--- src/rtl/req_priority_arbiter.sv ---
// Four-requester arbiter that shares one resource. It offers fixed or round-robin priority,
// holds a grant up to MAX_HOLD cycles and leaves one dead cycle between grants.
module req_priority_arbiter #(
   parameter int RR_MODE  = 0,
   parameter int MAX_HOLD = 8,
   parameter int CNT_W    = 4
) (
   input  logic       clk,
   input  logic       rst_n,
   input  logic [3:0] req,
   output logic [3:0] grant,
   output logic [1:0] grant_id,
   output logic       grant_valid,
   output logic       timeout
);

   typedef enum logic [1:0] {
      ST_IDLE  = 2'd0,
      ST_GRANT = 2'd1,
      ST_GAP   = 2'd2
   } state_t;

   // Wraps to all-ones when MAX_HOLD is 0; the compare is gated off in that case.
   localparam logic [CNT_W-1:0] HOLD_LAST = CNT_W'(MAX_HOLD - 1);

   state_t           state_q, state_d;
   logic [3:0]       grant_q, grant_d;
   logic [1:0]       id_q, id_d;
   logic             valid_q, valid_d;
   logic             to_q, to_d;
   logic [1:0]       ptr_q, ptr_d;
   logic [CNT_W-1:0] cnt_q, cnt_d;

   logic [7:0]       dbl_s;
   logic [3:0]       rot_s;
   logic [2:0]       enc_s;
   logic [1:0]       win_s;
   logic             win_vld_s;

   // Returns {found, index} of the highest set bit.
   function automatic logic [2:0] enc_high(input logic [3:0] r);
      logic [2:0] res;
      res = 3'b000;
      for (int i = 0; i < 4; i++) begin
         if (r[i]) res = {1'b1, 2'(i)};
      end
      return res;
   endfunction

   // Returns {found, index} of the lowest set bit.
   function automatic logic [2:0] enc_low(input logic [3:0] r);
      logic [2:0] res;
      res = 3'b000;
      for (int i = 3; i >= 0; i--) begin
         if (r[i]) res = {1'b1, 2'(i)};
      end
      return res;
   endfunction

   // Winner selection: round-robin rotates req so that rr_ptr becomes bit 0.
   always_comb begin
      dbl_s = {req, req};
      rot_s = dbl_s[ptr_q +: 4];
      if (RR_MODE != 0) begin
         enc_s = enc_low(rot_s);
         win_s = enc_s[1:0] + ptr_q;
      end else begin
         enc_s = enc_high(req);
         win_s = enc_s[1:0];
      end
      win_vld_s = enc_s[2];
   end

   // Next-state and registered-output logic.
   always_comb begin
      state_d = state_q;
      grant_d = grant_q;
      id_d    = id_q;
      ptr_d   = ptr_q;
      cnt_d   = cnt_q;
      to_d    = 1'b0;
      case (state_q)
         ST_IDLE, ST_GAP: begin
            if (win_vld_s) begin
               state_d = ST_GRANT;
               grant_d = 4'b0001 << win_s;
               id_d    = win_s;
               cnt_d   = {CNT_W{1'b0}};
            end else begin
               state_d = ST_IDLE;
               grant_d = 4'b0000;
            end
         end
         ST_GRANT: begin
            if (!req[id_q] || ((MAX_HOLD != 0) && (cnt_q == HOLD_LAST))) begin
               // A normal release takes precedence, so timeout only fires while req is still held.
               state_d = ST_GAP;
               grant_d = 4'b0000;
               to_d    = req[id_q];
               if (RR_MODE != 0) begin
                  ptr_d = id_q + 2'd1;
               end else begin
                  ptr_d = ptr_q;
               end
            end else begin
               cnt_d = cnt_q + CNT_W'(1);
            end
         end
         default: begin
            state_d = ST_IDLE;
            grant_d = 4'b0000;
         end
      endcase
      valid_d = |grant_d;
   end

   // State and output registers with asynchronous clear.
   always_ff @(posedge clk or negedge rst_n) begin
      if (!rst_n) begin
         state_q <= ST_IDLE;
         grant_q <= 4'b0000;
         id_q    <= 2'b00;
         valid_q <= 1'b0;
         to_q    <= 1'b0;
         ptr_q   <= 2'b00;
         cnt_q   <= {CNT_W{1'b0}};
      end else begin
         state_q <= state_d;
         grant_q <= grant_d;
         id_q    <= id_d;
         valid_q <= valid_d;
         to_q    <= to_d;
         ptr_q   <= ptr_d;
         cnt_q   <= cnt_d;
      end
   end

   assign grant       = grant_q;
   assign grant_id    = id_q;
   assign grant_valid = valid_q;
   assign timeout     = to_q;

endmodule

--- config.mk ---
export PLATFORM = sky130hd
export DESIGN_NAME = req_priority_arbiter
export DESIGN_NICKNAME = d
export VERILOG_FILES = /design/src/rtl/req_priority_arbiter.sv
export SDC_FILE = /design/constraint.sdc
export NUM_CORES = 1
export LEC_CHECK = 0
export CAP_MARGIN = 20
export CORE_ASPECT_RATIO = 1.25
export CORE_MARGIN = 5
export CORE_UTILIZATION = 35
export CTS_CLUSTER_SIZE = 16
export DETAILED_ROUTE_END_ITERATION = 16
export GPL_ROUTABILITY_DRIVEN = 0
export MAX_ROUTING_LAYER = met4
export PLACE_DENSITY = 0.67
export SETUP_SLACK_MARGIN = 0.2
export SLEW_MARGIN = 20
export SYNTH_ARGS = -nofsm -noshare
export SYNTH_HDL_FRONTEND = slang
export SYNTH_SLANG_ARGS = --single-unit
--- constraint.sdc ---
create_clock -name clk -period 1.89 [get_ports clk]
set_input_delay 0.2835 -clock clk [delete_from_list [all_inputs] [get_ports clk]]
set_output_delay 0.2835 -clock clk [all_outputs]
set_load 0.005 [all_outputs]
==> flow_metrics.tcl, run 1 <==
set metrics [dict create \
    status "finished, final reports clean" \
    ir_drop_v 0.000682 \
    setup.worst_path.class "in2reg" \
    rows 17 \
    finClkSkew_ns 0.00237 \
    yosys-top-cells-area "dfrtp_1 55%, o21ai_0 5.5%, nand2_1 4.7%" \
    r2r-end "cnt_q[3]" \
    final_max_slew_viol_count 0 \
    drcViolationCount 0 \
    path_max_fanout 7 \
    start_kind "input pin" \
    grt_overflow 0 \
    cts_tree "built" \
    finalSetupTns_ns 0 \
    cts_resized 0 \
    dieHeight_um 57.6 \
    p_per_area_mw_per_mm2 1250 \
    antenna_left 0 \
    numClockSinks 14 \
    end_kind "flop" \
    drive_gt1_frac 0.165 \
    regArea_um2 350 \
    r2r_setup_slack_ns 0.35 \
    place_inst 95 \
    dp_hpwl_mm 1.05 \
    cap_violations 0 \
    cpPeakStageDelay_ns 0.57 \
    arrival_ns 1.76 \
    clk_pin_slew_ns 0.08 \
    grt.total_usage 0.118 \
    max_clock_freq_mhz 641 \
    setup_viol 0 \
    fill_cells 165 \
    yosysWarnings 0 \
    fin_cells 98 \
    syn-num-nets 65 \
    synth_edf_count 0 \
    grt_busiest_layer "met2" \
    critPathSlowestCell "mux4_2" \
    antenna_found_initial 0 \
    hold_path.class "in2async" \
    hold_viol 0 \
    slew_headroom 0.606 \
    grt_pass1_vias 561 \
    grt_pass1_wl_mm 2.36 \
    ctsRootBufferMaster "clkbuf_4" \
    diodes 0 \
    synthArstFlopShare 1.00 \
    via_per_inst 5.29 \
    cp.required_ns 2.09 \
    worst_pin_slew_ns 0.589 \
    netlist_area_um2 634 \
    cts_buffer_depth 2 \
    met3_usage 0.0284 \
    syn_to_final_growth_pct 33.7 \
    cts_setup_buffers 0 \
    clk_latency_ns 0.27 \
    drtPass1Iterations 4 \
    port_buffers 13 \
    nets 88 \
    syn_avg_cell_area_um2 10.9 \
    place_ws_ns 0.0413 \
    hold_buffers 0 \
    multiInputGateArea_um2 265 \
    finalWorstSetupSlack_ns 0.331 \
    synth_cell_types 22 \
    rr_worst_depth 4 \
    met1_usage 0.162 \
    grt_max_degree 15 \
    reg2reg_from "grant_id[0]" \
    synth-seq-cells 14 \
    htree_levels 1 \
    wirelength_mm 1.33 \
    yosysSeqAreaShare 0.552 \
    initial_core_util 0.364 \
    path_cells "clkdlybuf4s50_1 -> mux4_2 -> and3_4 -> nand4_1 -> mux2i_1" \
    die_w_um 48.1 \
    synth_cells 58 \
    dieArea_mm2 0.00277 \
    ys.flop_type "dfrtp_1" \
    rsz0062_at_grt "no" \
    drt_iter0_drc 8 \
    dr_total_vias 518 \
    hold_slack_ns 0.379 \
    fin_crit_ns 1.56 \
    final_util 0.486 \
    yosysMostFrequentCell "dfrtp_1" \
    core-area_mm2 0.00174 \
    synth_commonest_cells "14 x dfrtp_1, 8 x nand2_1, 7 x o21ai_0" \
    use_met2 0.168 \
    wl_per_cell_um 13.6 \
    numCtsBuffers 3 \
    yosys.area.top_type "dfrtp_1" \
    yosysTopAreaCellShare 0.552 \
    p_leak_nw 0.386 \
    io_pins 14 \
    finalCritPeriodShare 0.825 \
]
-- per-layer routing --
layer	part of all wire	up-vias
li1	-	257
met1	0.47	245
met2	0.47	14
met3	0.053	2
met4	0.0075	0
met5	0	-
-- registers in the layout, indices dropped and copies added (netlist names) --
signal / cells
grant_id: 2
state_q: 2
grant: 4
grant_valid: 1
timeout: 1
cnt_q: 4
-- stage by stage --
stage / total power, mW / cell area, um2
floorplan: 0.693 / 634
global placement: 0.906 / 826
detailed placement: 0.911 / 826
CTS: 1.07 / 848
global route: 1.15 / 848
finish: 1.06 / 848
-- power breakdown --
part | leakage [nW] | internal (mW) | switching [mW]
registers | 0.181 | 0.388 | 0.0746
logic | 0.192 | 0.235 | 0.201
clock network | 0.0138 | 0.0738 | 0.0877
-- layout make-up --
| class | count | share of cell area |
|---|---|---|
| Inverter | 5 | 0.0221 |
| Sequential cell | 14 | 0.413 |
| Multi-Input combinational cell | 39 | 0.313 |
| Timing Repair Buffer | 18 | 0.198 |
| Clock buffer | 3 | 0.0265 |
| Tap cell | 19 | 0.0280 |
-- critical path: cells and delay by family --
kind / cells / cell delay [ns]
simple gates: 2 / 0.30
buf+inv: 1 / 0.43
mux: 2 / 0.75
-- how the worst max path moves through the flow --
| stage | cells after the start | endpoint | start |
|---|---|---|---|
| 2_1_floorplan | 4 | cnt_q[3] | grant_id[0] |
| 3_3_place_gp | 5 | cnt_q[3] | req[3] |
| 3_5_place_dp | 5 | cnt_q[3] | req[3] |
| 4_1_cts | 5 | cnt_q[3] | req[3] |
| 5_1_grt | 4 | cnt_q[3] | grant_id[0] |
| 6_report | 5 | cnt_q[3] | req[3] |
-- cells in the final DEF (no fill, tap or decap), types with 2 or more instances in the layout --
cell type	netlist	layout
dfrtp_1	14	14
clkdlybuf4s50_1	0	13
nand2_1	8	8
o21ai_0	7	7
inv_1	5	5
buf_4	0	5
nand3_1	4	4
clkbuf_4	0	3
nand4_1	2	2
a22o_1	2	2
nor2_1	2	2
-- cell families after synthesis --
group / share of synthesized area
adders and majority gates: 0.0197
muxes: 0.0513
DFF: 0.552
buffers and inverters: 0.0296
and+or+nand+nor: 0.168
AOI/OAI and AO/OA: 0.179
(Power assumes the default switching activity.)
==> inputs of run 2 (changes only) <==
--- a/config.mk
+++ b/config.mk
@@ -13,7 +13,7 @@
 export DETAILED_ROUTE_END_ITERATION = 16
 export GPL_ROUTABILITY_DRIVEN = 0
 export MAX_ROUTING_LAYER = met4
-export PLACE_DENSITY = 0.67
+export PLACE_DENSITY = 0.69
 export SETUP_SLACK_MARGIN = 0.2
 export SLEW_MARGIN = 20
 export SYNTH_ARGS = -nofsm -noshare
==> constraint.sdc (replaced) <==
create_clock -name clk -period 1.4 [get_ports clk]
set_input_delay 0.21 -clock clk [delete_from_list [all_inputs] [get_ports clk]]
set_output_delay 0.21 -clock clk [all_outputs]
set_load 0.005 [all_outputs]
==> run 2 against run 1 <==
  * The flow now finishes with violations (setup timing)
  * Hold slack got worse by 0.16 ns
  * Clock skew is 0.010 ns higher
  * Count of clock-buffer cells in the layout up 1
  * Largest power group is now combinational logic
  * Sequential power is 29% higher
  * Sequential cell count is the same
  * Final area up 17%
==> flow_metrics.tcl, run 2 (synthesis results as in run 1) <==
set metrics [dict create \
    seqPwrFrac 0.344 \
    die_w_um 48.1 \
    final_area_um2 990 \
    rr_worst_depth 5 \
    grt_max_degree 15 \
    path_cells "mux4_2 -> buf_4 -> buf_6 -> nand2_2 -> a32o_1" \
    grt_pass1_vias 568 \
    numClockSinks 14 \
    multiInputGateArea_um2 270 \
    numCtsBuffers 3 \
    cpPeakStageDelay_ns 0.57 \
    end_kind "flop" \
    drive_gt1_frac 0.319 \
    place_inst 102 \
    cts_buffer_depth 2 \
    path_max_fanout 5 \
    port_buffers 13 \
    cp.required_ns 1.62 \
    slew_headroom 0.836 \
    fin_cells 113 \
    grt_pass1_wl_mm 2.74 \
    dieHeight_um 57.6 \
    status "finished, violations left" \
    p_per_area_mw_per_mm2 1760 \
    grt.total_usage 0.143 \
    drtPass1Iterations 4 \
    hold_slack_ns 0.220 \
    htree_levels 1 \
    hold_buffers 0 \
    total_power_mw 1.74 \
    finClkSkew_ns 0.0124 \
    ctsRootBufferMaster "clkbuf_4" \
    rsz0062_at_grt "yes" \
    max_clock_freq_mhz 654 \
    worst_pin_slew_ns 0.244 \
    fin_crit_ns 1.53 \
    setup.worst_path.class "reg2reg" \
    dp_hpwl_mm 1.09 \
    p_leak_nw 0.507 \
    switchingPower_mw 0.593 \
    syn_to_final_growth_pct 56.0 \
    final_max_slew_viol_count 0 \
    drcViolationCount 0 \
    wl_per_cell_um 14.3 \
    rows 17 \
    clk_latency_ns 0.29 \
    io_pins 14 \
    grt_overflow 0 \
    ir_drop_v 0.000972 \
    arrival_ns 1.75 \
    finalWorstSetupSlack_ns -0.129 \
    hold_viol 0 \
    via_per_inst 5.26 \
    finalSetupTns_ns -0.682 \
    hold_path.class "in2async" \
    drt_iter0_drc 9 \
    initial_core_util 0.364 \
    violations "setup timing" \
    internal_power_mw 1.15 \
    setup_viol 11 \
    start_kind "flop" \
    antenna_found_initial 0 \
    dr_total_vias 594 \
    fill_cells 161 \
    finalCritPeriodShare 1.09 \
    regArea_um2 350 \
    final_cell_mix "14 x dfrtp_1, 14 x buf_4, 6 x nand2_1" \
    p_comb_frac 0.484 \
    nets 102 \
    p_clk_frac 0.172 \
    dieArea_mm2 0.00277 \
    critPathSlowestCell "mux4_2" \
    antenna_left 0 \
    core-area_mm2 0.00174 \
    place_area_um2 878 \
    clk_pin_slew_ns 0.09 \
    cap_violations 0 \
    diodes 0 \
    switching_share 0.340 \
    wirelength_mm 1.61 \
    cts_tree "built" \
]
run 2: cell count changes in the layout (fill, tap and decap cells not counted), sizes merged:
cell / delta
buf: +14
clkdlybuf4s50: -10
dlygate4sd2: +5
clkdlybuf4s15: +3
dlymetal6s2s: +2
clkbuf: +1
run 2: layer usage:
| layer | wire length [um] | up-vias | GRT usage | share of wire |
|---|---|---|---|---|
| li1 | - | 285 | - | - |
| met1 | 645 | 287 | 0.184 | 0.40 |
| met2 | 874 | 20 | 0.221 | 0.54 |
| met3 | 71 | 2 | 0.0284 | 0.044 |
| met4 | 19 | 0 | 0.0462 | 0.012 |
| met5 | 0 | - | - | 0 |
run 2: layout make-up:
| cell class | instances | area share |
|---|---|---|
| flip-flops and latches | 14 | 0.354 |
| clock buffers | 4 | 0.0367 |
| multi-input cells | 39 | 0.273 |
| repair buffers | 32 | 0.293 |
| well taps | 19 | 0.0240 |
| inverters | 5 | 0.0190 |
run 2: final timing paths:
kind / start / endpoint / slack (ns)
max: grant_id[0] / cnt_q[2] / -0.13
min: rst_n / cnt_q[0] / 0.22
max reg2reg: grant_id[0] / cnt_q[2] / -0.13
min reg2reg: cnt_q[3] / cnt_q[3] / 0.53
max in group asynchronous: rst_n / grant_id[1] / 1.00
min in group clk: req[3] / grant[2] / 0.27
run 2: per-stage QoR:
stage / util / setup WS [ns]
6_report: 0.567 / -0.129
5_1_grt: 0.567 / -0.173
4_1_cts: 0.557 / -0.142
3_5_place_dp: 0.504 / -0.355
3_3_place_gp: 0.504 / -0.299
2_1_floorplan: - / -0.0655
run 2: timing repair:
| action | CTS | global route |
|---|---|---|
| setup buffers | 7 | 0 |
| pin swaps | 3 | 3 |
| gates resized for setup | 13 | 9 |
| endpoints found under the setup margin | 21 | 17 |
run 2: power by group through the flow:
| stage | Combinational [mW] | Clock, mW | Sequential, mW |
|---|---|---|---|
| final | 0.844 | 0.299 | 0.599 |
| after global routing | 0.934 | 0.323 | 0.617 |
| after CTS | 0.818 | 0.298 | 0.599 |
| after floorplan | 0.323 | 0 | 0.616 |
| after global placement | 0.701 | 0 | 0.616 |
| after detailed placement | 0.710 | 0 | 0.618 |
run 2: worst max-delay path: cells and delay by family, from the launching register on:
kind	cells	cell delay (ns)
mux	1	0.57
flops	1	0.39
buf+inv	2	0.28
compound gates	1	0.16
simple gates	1	0.05
